[config.mk]
export PLATFORM = sky130hd
export DESIGN_NAME = expr_vector_sequencer
export DESIGN_NICKNAME = d
export VERILOG_FILES = /design/src/rtl/expr_vector_sequencer.sv
export SDC_FILE = /design/constraint.sdc
export NUM_CORES = 1
export LEC_CHECK = 0
export CAP_MARGIN = 20
export CORE_MARGIN = 2
export CORE_UTILIZATION = 43
export CTS_BUF_LIST = sky130_fd_sc_hd__clkbuf_8
export DETAILED_ROUTE_END_ITERATION = 16
export GPL_ROUTABILITY_DRIVEN = 0
export GPL_TIMING_DRIVEN = 0
export PLACE_DENSITY = 0.81
export SLEW_MARGIN = 5
export SYNTH_ARGS = -nofsm -noshare
export SYNTH_HDL_FRONTEND = slang
export SYNTH_SLANG_ARGS = --single-unit
[constraint.sdc]
create_clock -name clk -period 1.8 [get_ports clk]
set_input_delay 0.54 -clock clk [delete_from_list [all_inputs] [get_ports clk]]
set_output_delay 0.54 -clock clk [all_outputs]
set_load 0.1 [all_outputs]
[src/rtl/expr_vector_sequencer.sv]
// expr_vector_sequencer: LFSR operand generator and MISR signature folder for expression self-test.
// Define EXPR_RESP_CAPTURE_EN to add the STREAM state and the rsp_valid/rsp_ready capture stream.
module expr_vector_sequencer #(
    parameter int unsigned SETTLE    = 1,
    parameter logic [59:0] SEED      = 60'h0_F00D_1,
    parameter logic [89:0] MISR_POLY = 90'h47
) (
    input  logic        clk,
    input  logic        rst_n,
    input  logic        start,
    input  logic        abort,
    input  logic [15:0] n_vec,
    output logic [59:0] ops,
    input  logic [89:0] y_in,
    output logic        busy,
    output logic        done,
    output logic [15:0] vec_cnt,
    output logic [89:0] signature,
    output logic        rsp_valid,
    input  logic        rsp_ready,
    output logic [89:0] rsp_data
);

    localparam int unsigned OPS_W = 60;
    localparam int unsigned Y_W   = 90;
    localparam int unsigned CNT_W = 16;
    localparam int unsigned SET_W = 4;

    // An all-zero LFSR would lock up, so a zero seed is replaced by 1.
    localparam logic [OPS_W-1:0] SEED_EFF  = (SEED == '0) ? OPS_W'(1) : SEED;
    localparam logic [SET_W-1:0] SETTLE_LD = (SETTLE == 0) ? SET_W'(0) : SET_W'(SETTLE - 1);

    typedef enum logic [2:0] {
        S_IDLE,
        S_DRIVE,
        S_SETTLE,
        S_CAPTURE,
        S_STREAM,
        S_DONE
    } state_t;

    state_t             r_state;
    state_t             w_state_nxt;
    logic [OPS_W-1:0]   r_lfsr;
    logic [OPS_W-1:0]   r_ops;
    logic [Y_W-1:0]     r_sig;
    logic [CNT_W-1:0]   r_vec_cnt;
    logic [CNT_W-1:0]   r_n_vec;
    logic [SET_W-1:0]   r_settle_cnt;
    logic               r_busy;
    logic               r_done;

    logic               w_abort;
    logic               w_start_ok;
    logic               w_last;
    logic [OPS_W-1:0]   w_lfsr_nxt;
    logic [Y_W-1:0]     w_misr_nxt;

    assign w_abort    = abort && (r_state != S_IDLE);
    assign w_start_ok = start && !abort;
    assign w_last     = (r_vec_cnt + CNT_W'(1)) == r_n_vec;
    assign w_lfsr_nxt = {r_lfsr[OPS_W-2:0], r_lfsr[59] ^ r_lfsr[58]};
    assign w_misr_nxt = ({r_sig[Y_W-2:0], 1'b0} ^ (r_sig[Y_W-1] ? MISR_POLY : Y_W'(0))) ^ y_in;

    // State register.
    always_ff @(posedge clk or negedge rst_n) begin
        if (!rst_n) begin
            r_state <= S_IDLE;
        end else begin
            r_state <= w_state_nxt;
        end
    end

    // Next-state logic; abort overrides every non-idle transition.
    always_comb begin
        w_state_nxt = r_state;
        case (r_state)
            S_IDLE: begin
                if (w_start_ok) begin
                    w_state_nxt = (n_vec == '0) ? S_DONE : S_DRIVE;
                end
            end
            S_DRIVE: begin
                w_state_nxt = (SETTLE == 0) ? S_CAPTURE : S_SETTLE;
            end
            S_SETTLE: begin
                if (r_settle_cnt == '0) begin
                    w_state_nxt = S_CAPTURE;
                end
            end
            S_CAPTURE: begin
`ifdef EXPR_RESP_CAPTURE_EN
                w_state_nxt = S_STREAM;
`else
                w_state_nxt = w_last ? S_DONE : S_DRIVE;
`endif
            end
            S_STREAM: begin
                // vec_cnt was already advanced in CAPTURE.
                if (rsp_ready) begin
                    w_state_nxt = (r_vec_cnt == r_n_vec) ? S_DONE : S_DRIVE;
                end
            end
            S_DONE: begin
                w_state_nxt = S_IDLE;
            end
            default: begin
                w_state_nxt = S_IDLE;
            end
        endcase
        if (w_abort) begin
            w_state_nxt = S_IDLE;
        end
    end

    // Operand, signature and run-control registers.
    always_ff @(posedge clk or negedge rst_n) begin
        if (!rst_n) begin
            r_lfsr       <= SEED_EFF;
            r_ops        <= '0;
            r_sig        <= '0;
            r_vec_cnt    <= '0;
            r_n_vec      <= '0;
            r_settle_cnt <= '0;
            r_busy       <= 1'b0;
            r_done       <= 1'b0;
        end else begin
            r_busy <= (w_state_nxt != S_IDLE);
            r_done <= (w_state_nxt == S_DONE);
            if (!w_abort) begin
                case (r_state)
                    S_IDLE: begin
                        if (w_start_ok) begin
                            r_n_vec   <= n_vec;
                            r_vec_cnt <= '0;
                            r_sig     <= '0;
                            r_lfsr    <= SEED_EFF;
                        end
                    end
                    S_DRIVE: begin
                        r_ops        <= r_lfsr;
                        r_lfsr       <= w_lfsr_nxt;
                        r_settle_cnt <= SETTLE_LD;
                    end
                    S_SETTLE: begin
                        if (r_settle_cnt != '0) begin
                            r_settle_cnt <= r_settle_cnt - SET_W'(1);
                        end
                    end
                    S_CAPTURE: begin
                        r_sig     <= w_misr_nxt;
                        r_vec_cnt <= r_vec_cnt + CNT_W'(1);
                    end
                    default: begin
                    end
                endcase
            end
        end
    end

`ifdef EXPR_RESP_CAPTURE_EN
    logic           r_rsp_valid;
    logic [Y_W-1:0] r_rsp_data;

    // Response beat: loaded at capture, held until the consumer takes it.
    always_ff @(posedge clk or negedge rst_n) begin
        if (!rst_n) begin
            r_rsp_valid <= 1'b0;
            r_rsp_data  <= '0;
        end else begin
            r_rsp_valid <= (w_state_nxt == S_STREAM);
            if ((r_state == S_CAPTURE) && !w_abort) begin
                r_rsp_data <= y_in;
            end
        end
    end

    assign rsp_valid = r_rsp_valid;
    assign rsp_data  = r_rsp_data;
`else
    assign rsp_valid = 1'b0;
    assign rsp_data  = '0;
`endif

    assign ops       = r_ops;
    assign busy      = r_busy;
    assign done      = r_done;
    assign vec_cnt   = r_vec_cnt;
    assign signature = r_sig;

endmodule

Word-level counts from Yosys, hierarchy flattened. Index checks and enable logic that the tools add are counted.

Output and inout bits: 259. Bits of input ports: 111. Flip-flop bits (word level): 251. Logic and storage cells: 58.

Bitwise gates (word level): 4. Multiplexer cells: 17. Reduce and logical (&&, ||, !) cells: 17. $add $sub $neg: 2. Eq/ne operators: 9.

Operator list (number): $pmux 90 s2 (1); $pmux 60 s2 (1); $mux 90 (1); $xor 90x7->90 (1); $xor 90x90->90 (1); $mux 60 (1); $eq 16x16->1 (2); $pmux 16 s2 (1); $mux 3 (7); $add 16x1->16 const B (1); $logic_not 16->1 (1); $mux 16 (1); $pmux 3 s5 (1); $reduce_and 3->1 (4); $pmux 4 s2 (1); $mux 7 (1); $eq 3x2->1 const B (2); $eq 3x3->1 const B (2); $reduce_bool 2->1 (3); $reduce_bool 3->1 (2); $logic_not 4->1 (1); $mux 4 (1); $ne 2x2->1 const B (2); $reduce_bool 4->1 (1); other kinds (8) (9).

Depth between registers and ports, before layout.
Depth after elaboration: 6. Depth in mapped cells: 9. Depth with buffers taken out: 7.

Worst setup path after synthesis. OpenSTA, ideal clock, no wires.

Path type: reg2reg. Start: reg r_vec_cnt[0], in the netlist vec_cnt[0]. End: reg r_busy, in the netlist busy. Period minus slack after synthesis: 2.616 ns. Setup time: 0.078 ns. Data arrival time: 2.539 ns. Data required time: 1.722 ns. Setup slack: -0.816 ns. Path buffers: 0. Cell stages (with the launch flop): 8. Path through: dfrtp_1 -> ha_1 -> nand3_1 -> nor2_1 -> a21oi_1 -> nor4_1 -> a41oi_1 -> o21ai_1.

Longest elaborated chain between the ends: 6. Elaborated cells between the ends (all ways): 9. Those cells by class: add/sub: 1; eq/ne: 2; mux: 5; reduce/logical: 1.

RTL lines: start, declared (RTL line 47) `logic [CNT_W-1:0] r_vec_cnt;`; start signal, assigned (RTL line 152) `r_vec_cnt <= r_vec_cnt + CNT_W'(1);`; $add 16x1->16 or $eq 16x16->1 (tied branches) (RTL line 61, 101); $eq 16x16->1 or $mux 3 (tied branches) (RTL line 61, 101); $mux 3 (on tied branches) (RTL line 95, 100); $pmux 3 s5 (*) (RTL line 77) `case (r_state)`; $mux 3 (*) (RTL line 111) `if (w_abort) begin`; $reduce_bool 3->1 (*) (RTL line 128) `r_busy <= (w_state_nxt != S_IDLE);`; end signal, assigned (RTL line 128); end, declared (RTL line 50) `logic r_busy;`.

Every way passes the cells marked *; elsewhere a longest branch is shown, timed or not. A chain may end at the register's enable or synchronous reset.

Final worst setup path.
Start: reg r_state[2]. End: reg r_done, in the netlist done.

Longest elaborated chain between the ends: 4. Elaborated cells between the ends (all ways): 13. Those cells by class: eq/ne: 5; mux: 5; reduce/logical: 3.

RTL lines: start, declared (RTL line 42) `state_t r_state;`; start signal, assigned (RTL line 70) `r_state <= w_state_nxt;`; $eq 3x3->1 (tied with other cells) (RTL line 77); $pmux 3 s5 or $logic_and 1x1->1 (tied branches) (RTL line 77, 59); $mux 3 (*) (RTL line 111); via w_state_nxt[0] (RTL line 43) `state_t w_state_nxt;`; $eq 3x3->1 (*) (RTL line 129) `r_done <= (w_state_nxt == S_DONE);`; end signal, assigned (RTL line 129); end, declared (RTL line 51) `logic r_done;`.

The timed path passes the listed nets; every way through them passes the cells marked *.

==> flow_results.xml <==
<?xml version="1.0" encoding="UTF-8"?>
<metrics>
  <group name="outcome">
    <metric name="result_of_the_run" unit="">complete, but fails checks</metric>
    <metric name="violated_checks" unit="">setup timing</metric>
  </group>
  <group name="sta">
    <metric name="fmax" unit="MHz">465</metric>
    <metric name="grt_setup_unrepaired" unit="">true</metric>
    <metric name="clock-skew-final" unit="ns">0.0167</metric>
    <metric name="crit_share_post_route" unit="%">120</metric>
    <metric name="totalNegativeSetupSlack" unit="ns">-1.97</metric>
    <metric name="report.final.hold_viol_count" unit="">0</metric>
    <metric name="timing.max_slew.rel_slack" unit="%">60.7</metric>
    <metric name="final_period_minus_worst_setup_slack" unit="ns">2.15</metric>
    <metric name="report.final.setup_viol" unit="">12</metric>
    <metric name="worst-slew-pin-transition" unit="ns">0.589</metric>
    <metric name="setup_ws" unit="ns">-0.353</metric>
    <metric name="maxSlewViolCount" unit="">0</metric>
    <metric name="timing.hold.ws" unit="ns">0.399</metric>
  </group>
  <group name="placement">
    <metric name="io_buffer_count" unit="">278</metric>
    <metric name="placed_wire_length_estimate_after_detailed_placement" unit="mm">22.9</metric>
    <metric name="total_instance_count_after_detailed_placement" unit="">1849</metric>
    <metric name="placement.cell_area" unit="um2">15100</metric>
  </group>
  <group name="synthesis">
    <metric name="synth-seq-area-share" unit="%">55.5</metric>
    <metric name="synthTopCellsByArea" unit="">sky130_fd_sc_hd__dfrtp_1, sky130_fd_sc_hd__nand2_1, sky130_fd_sc_hd__xnor2_1, sky130_fd_sc_hd__buf_4, sky130_fd_sc_hd__o21ai_0</metric>
    <metric name="synth_flop_cell" unit="">sky130_fd_sc_hd__dfrtp_1</metric>
    <metric name="count_leader_synth" unit="">sky130_fd_sc_hd__nand2_1</metric>
    <metric name="synthesis.instances" unit="">1144</metric>
    <metric name="syn-cell-area" unit="um2">11300</metric>
    <metric name="synth.ff_latch_count" unit="">251</metric>
    <metric name="avgSynthCellArea" unit="um2">9.91</metric>
    <metric name="synthDominantAreaCellType" unit="">sky130_fd_sc_hd__dfrtp_1</metric>
    <metric name="area_share_of_the_largest_cell_type_after_synthesis" unit="%">53.6</metric>
    <metric name="post_synth_num_cell_types" unit="">55</metric>
    <metric name="postSynth.asyncResetShare" unit="%">100</metric>
    <metric name="synth.yosys.warnings" unit="">0</metric>
    <metric name="synth_edf_count" unit="">0</metric>
    <metric name="synthTopCellsByCount" unit="">sky130_fd_sc_hd__nand2_1, sky130_fd_sc_hd__dfrtp_1, sky130_fd_sc_hd__o21ai_0</metric>
  </group>
  <group name="die">
    <metric name="initial_core_util" unit="%">43.6</metric>
    <metric name="die_extent_in_y" unit="um">166</metric>
    <metric name="horiz_die_dim" unit="um">166</metric>
    <metric name="area_of_the_die" unit="um2">27700</metric>
    <metric name="top_level_i_o_count" unit="">370</metric>
    <metric name="core_area" unit="um2">26000</metric>
    <metric name="placementRows" unit="">59</metric>
  </group>
  <group name="global_routing">
    <metric name="initial_antenna_violation_count" unit="">3</metric>
    <metric name="global_route_wire_length_before_repair" unit="mm">50.3</metric>
    <metric name="grt_overflow_total" unit="">0</metric>
    <metric name="gr-usage-met2" unit="%">38.1</metric>
    <metric name="number_of_global_route_vias_before_repair" unit="">9471</metric>
    <metric name="global_routing_usage_on_met3" unit="%">5.05</metric>
    <metric name="grt_util_met1" unit="%">27.7</metric>
    <metric name="grt_start_max_net_pins" unit="">121</metric>
    <metric name="gr-usage-all-layers" unit="%">22.4</metric>
    <metric name="grt-busiest-layer" unit="">met2</metric>
  </group>
  <group name="clocking">
    <metric name="path_clk_slew" unit="ns">0.06</metric>
    <metric name="cts_buffer_depth" unit="">3</metric>
    <metric name="numCtsBuffers" unit="">42</metric>
    <metric name="clk_latency" unit="ns">0.52</metric>
    <metric name="h-tree-depth" unit="">2</metric>
    <metric name="clock-sinks" unit="">251</metric>
    <metric name="clk_root_buffer_cell" unit="">sky130_fd_sc_hd__clkbuf_8</metric>
    <metric name="tritoncts" unit="">done</metric>
  </group>
  <group name="setup_path">
    <metric name="crit_family" unit="">simple AND/OR/NAND/NOR gates</metric>
    <metric name="start_kind" unit="">flop</metric>
    <metric name="critPathMaxFanout" unit="">7</metric>
    <metric name="cp_slowest_stage_delay" unit="ns">0.54</metric>
    <metric name="regToRegEndpoint" unit="">done</metric>
    <metric name="critical_path.reg2reg.startpoint" unit="">r_state[2]</metric>
    <metric name="crit_chain" unit="">buf_6 &gt; or3b_4 &gt; or4b_4 &gt; a41oi_2 &gt; o21ai_0 &gt; nor2_1</metric>
    <metric name="rrSetupSlack" unit="ns">-0.35</metric>
    <metric name="timing.reg2reg.worst_path_depth" unit="">6</metric>
    <metric name="timing.setup.critical_path_class" unit="">flop to flop</metric>
    <metric name="cp.required" unit="ns">2.21</metric>
    <metric name="cpMaxStageDelayCell" unit="">sky130_fd_sc_hd__or4b_4</metric>
    <metric name="path_buf_inv" unit="">1</metric>
    <metric name="worst-endpoint-arrival" unit="ns">2.56</metric>
    <metric name="critical_path.endpoint_type" unit="">flop</metric>
  </group>
  <group name="detailed_routing">
    <metric name="drt-total-wl" unit="mm">31.9</metric>
    <metric name="detail_route.vias_per_cell" unit="">4.85</metric>
    <metric name="wl_per_cell" unit="um">16.4</metric>
    <metric name="drc" unit="">0</metric>
    <metric name="detailroute.via_count" unit="">9442</metric>
    <metric name="ant_nets" unit="">0</metric>
    <metric name="drt_pass1_iterations" unit="">5</metric>
    <metric name="first_drt_iteration_drcs" unit="">478</metric>
  </group>
  <group name="run">
    <metric name="cap_viol_max_count" unit="">0</metric>
  </group>
  <group name="power_and_ir_drop">
    <metric name="power_per_cell_area" unit="nW/um2">1520</metric>
    <metric name="total_leakage_power" unit="nW">8.13</metric>
    <metric name="vdd_ir_drop_max" unit="mV">1.22</metric>
  </group>
  <group name="cells_and_area">
    <metric name="final_cell_count_no_fill" unit="">1946</metric>
    <metric name="post_route_cells_drive_above_1_share" unit="%">28.5</metric>
    <metric name="postLayoutCoreUtil" unit="%">63.3</metric>
    <metric name="synthesis_to_layout_area_growth" unit="%">45.1</metric>
    <metric name="nets_final" unit="">1692</metric>
    <metric name="layout.filler_cells" unit="">2095</metric>
    <metric name="postLayoutCellArea" unit="um2">16400</metric>
  </group>
  <group name="min_path">
    <metric name="holdCritPathClass" unit="">primary input to flop</metric>
    <metric name="worst_hold_start" unit="">abort</metric>
    <metric name="min_delay_path_depth" unit="">2</metric>
    <metric name="timing.hold.worst_endpoint" unit="">r_state[1]</metric>
  </group>
</metrics>
-- per-layer routing --
| layer | part of all wire [%] | vias to the layer above |
|---|---|---|
| met4 | 3.6 | 0 |
| met2 | 51 | 351 |
| li1 | - | 4495 |
| met1 | 39 | 4522 |
| met5 | 0 | - |
| met3 | 6.8 | 74 |
-- how the worst max path moves through the flow --
stage	startpoint	endpoint	slack [ns]	cells after the start
floorplan	vec_cnt[2]	busy	-0.27	8
global placement	rst_n	vec_cnt[0]	-11.94	1
detailed placement	abort	signature[89]	-1.30	9
CTS	vec_cnt[0]	busy	-0.37	7
global route	r_state[2]	done	-0.41	6
finish	r_state[2]	done	-0.35	6
-- layout by cell type, fill, tap and decap left out, types with 5 or more instances in the layout --
cell | synthesis | routed
sky130_fd_sc_hd__dfrtp_2 | 0 | 10
sky130_fd_sc_hd__buf_6 | 0 | 87
sky130_fd_sc_hd__o21ai_0 | 105 | 90
sky130_fd_sc_hd__clkbuf_2 | 0 | 12
sky130_fd_sc_hd__clkbuf_8 | 0 | 56
sky130_fd_sc_hd__nor2_1 | 25 | 19
sky130_fd_sc_hd__buf_12 | 0 | 9
sky130_fd_sc_hd__conb_1 | 1 | 91
sky130_fd_sc_hd__nor2_4 | 0 | 6
sky130_fd_sc_hd__clkbuf_1 | 44 | 13
sky130_fd_sc_hd__buf_8 | 0 | 13
sky130_fd_sc_hd__xor2_1 | 19 | 19
sky130_fd_sc_hd__xnor2_1 | 103 | 102
sky130_fd_sc_hd__o22a_1 | 7 | 7
sky130_fd_sc_hd__clkdlybuf4s50_1 | 0 | 108
sky130_fd_sc_hd__o21ai_1 | 1 | 15
sky130_fd_sc_hd__nand2_1 | 336 | 333
sky130_fd_sc_hd__buf_2 | 13 | 13
sky130_fd_sc_hd__and3_1 | 8 | 6
sky130_fd_sc_hd__a21oi_1 | 7 | 5
sky130_fd_sc_hd__inv_1 | 4 | 18
sky130_fd_sc_hd__nand3_1 | 13 | 10
sky130_fd_sc_hd__dfstp_2 | 8 | 8
sky130_fd_sc_hd__dfrtp_4 | 0 | 11
sky130_fd_sc_hd__clkbuf_4 | 0 | 5
sky130_fd_sc_hd__dfrtp_1 | 243 | 222
sky130_fd_sc_hd__nand4_1 | 6 | 6
sky130_fd_sc_hd__buf_4 | 92 | 188
sky130_fd_sc_hd__nor4_1 | 8 | 5
sky130_fd_sc_hd__a22o_1 | 52 | 52
-- cell type report --
type / instances / area [um2] / area share (%)
flip-flops and latches: 251 / 6340 / 38.6
multi-input cells: 826 / 4670 / 28.4
repair buffers: 307 / 3130 / 19.0
plain buffers: 147 / 1030 / 6.27
clock buffers: 54 / 743 / 4.52
well taps: 335 / 419 / 2.55
clock inverters: 19 / 82.6 / 0.502
inverters: 4 / 15.0 / 0.0913
diodes: 3 / 7.51 / 0.0456
-- cells by family (layout without fill, tap and decap cells) --
family / count (synthesis) / in the layout / share of synthesized area, %
simple gates: 417 / 417 / 15.1
flops: 251 / 251 / 55.5
compound gates: 193 / 193 / 11.2
buf+inv: 157 / 531 / 8.39
xor+xnor: 122 / 122 / 9.42
fa+ha+maj: 2 / 2 / 0.221
other cells: 1 / 94 / 0.0331
mux: 1 / 1 / 0.0883
-- sequential cells by signal, summed over array words and instances (netlist names) --
| register | flops |
|---|---|
| signature | 90 |
| ops | 60 |
| r_lfsr | 60 |
| r_n_vec | 16 |
| vec_cnt | 16 |
| r_settle_cnt | 4 |
| r_state | 3 |
| busy | 1 |
| done | 1 |
-- power by group --
group / internal [W] / leakage, nW / switching [W]
sequential: 0.00681 / 3.37 / 0.00112
combinational: 0.00327 / 4.29 / 0.00890
clock: 0.00268 / 0.475 / 0.00222
-- timing repair --
action | CTS | global route
resized for setup | 1125 | 126
hold endpoints to repair | 30 | 0
endpoints found under the setup margin | 415 | 268
hold buffers | 1 | 0
pin swaps | 6 | 13
buffers inserted | 11 | 16
cloned | 0 | 0
-- metrics by stage --
stage	power, W	setup slack (ns)
3_3_place_gp	0.0192	-11.94
4_1_cts	0.0246	-0.372
5_1_grt	0.0261	-0.412
2_1_floorplan	0.0165	-0.266
6_report	0.0250	-0.353
3_5_place_dp	0.0195	-1.30
Power figures use the tool's default switching activity.
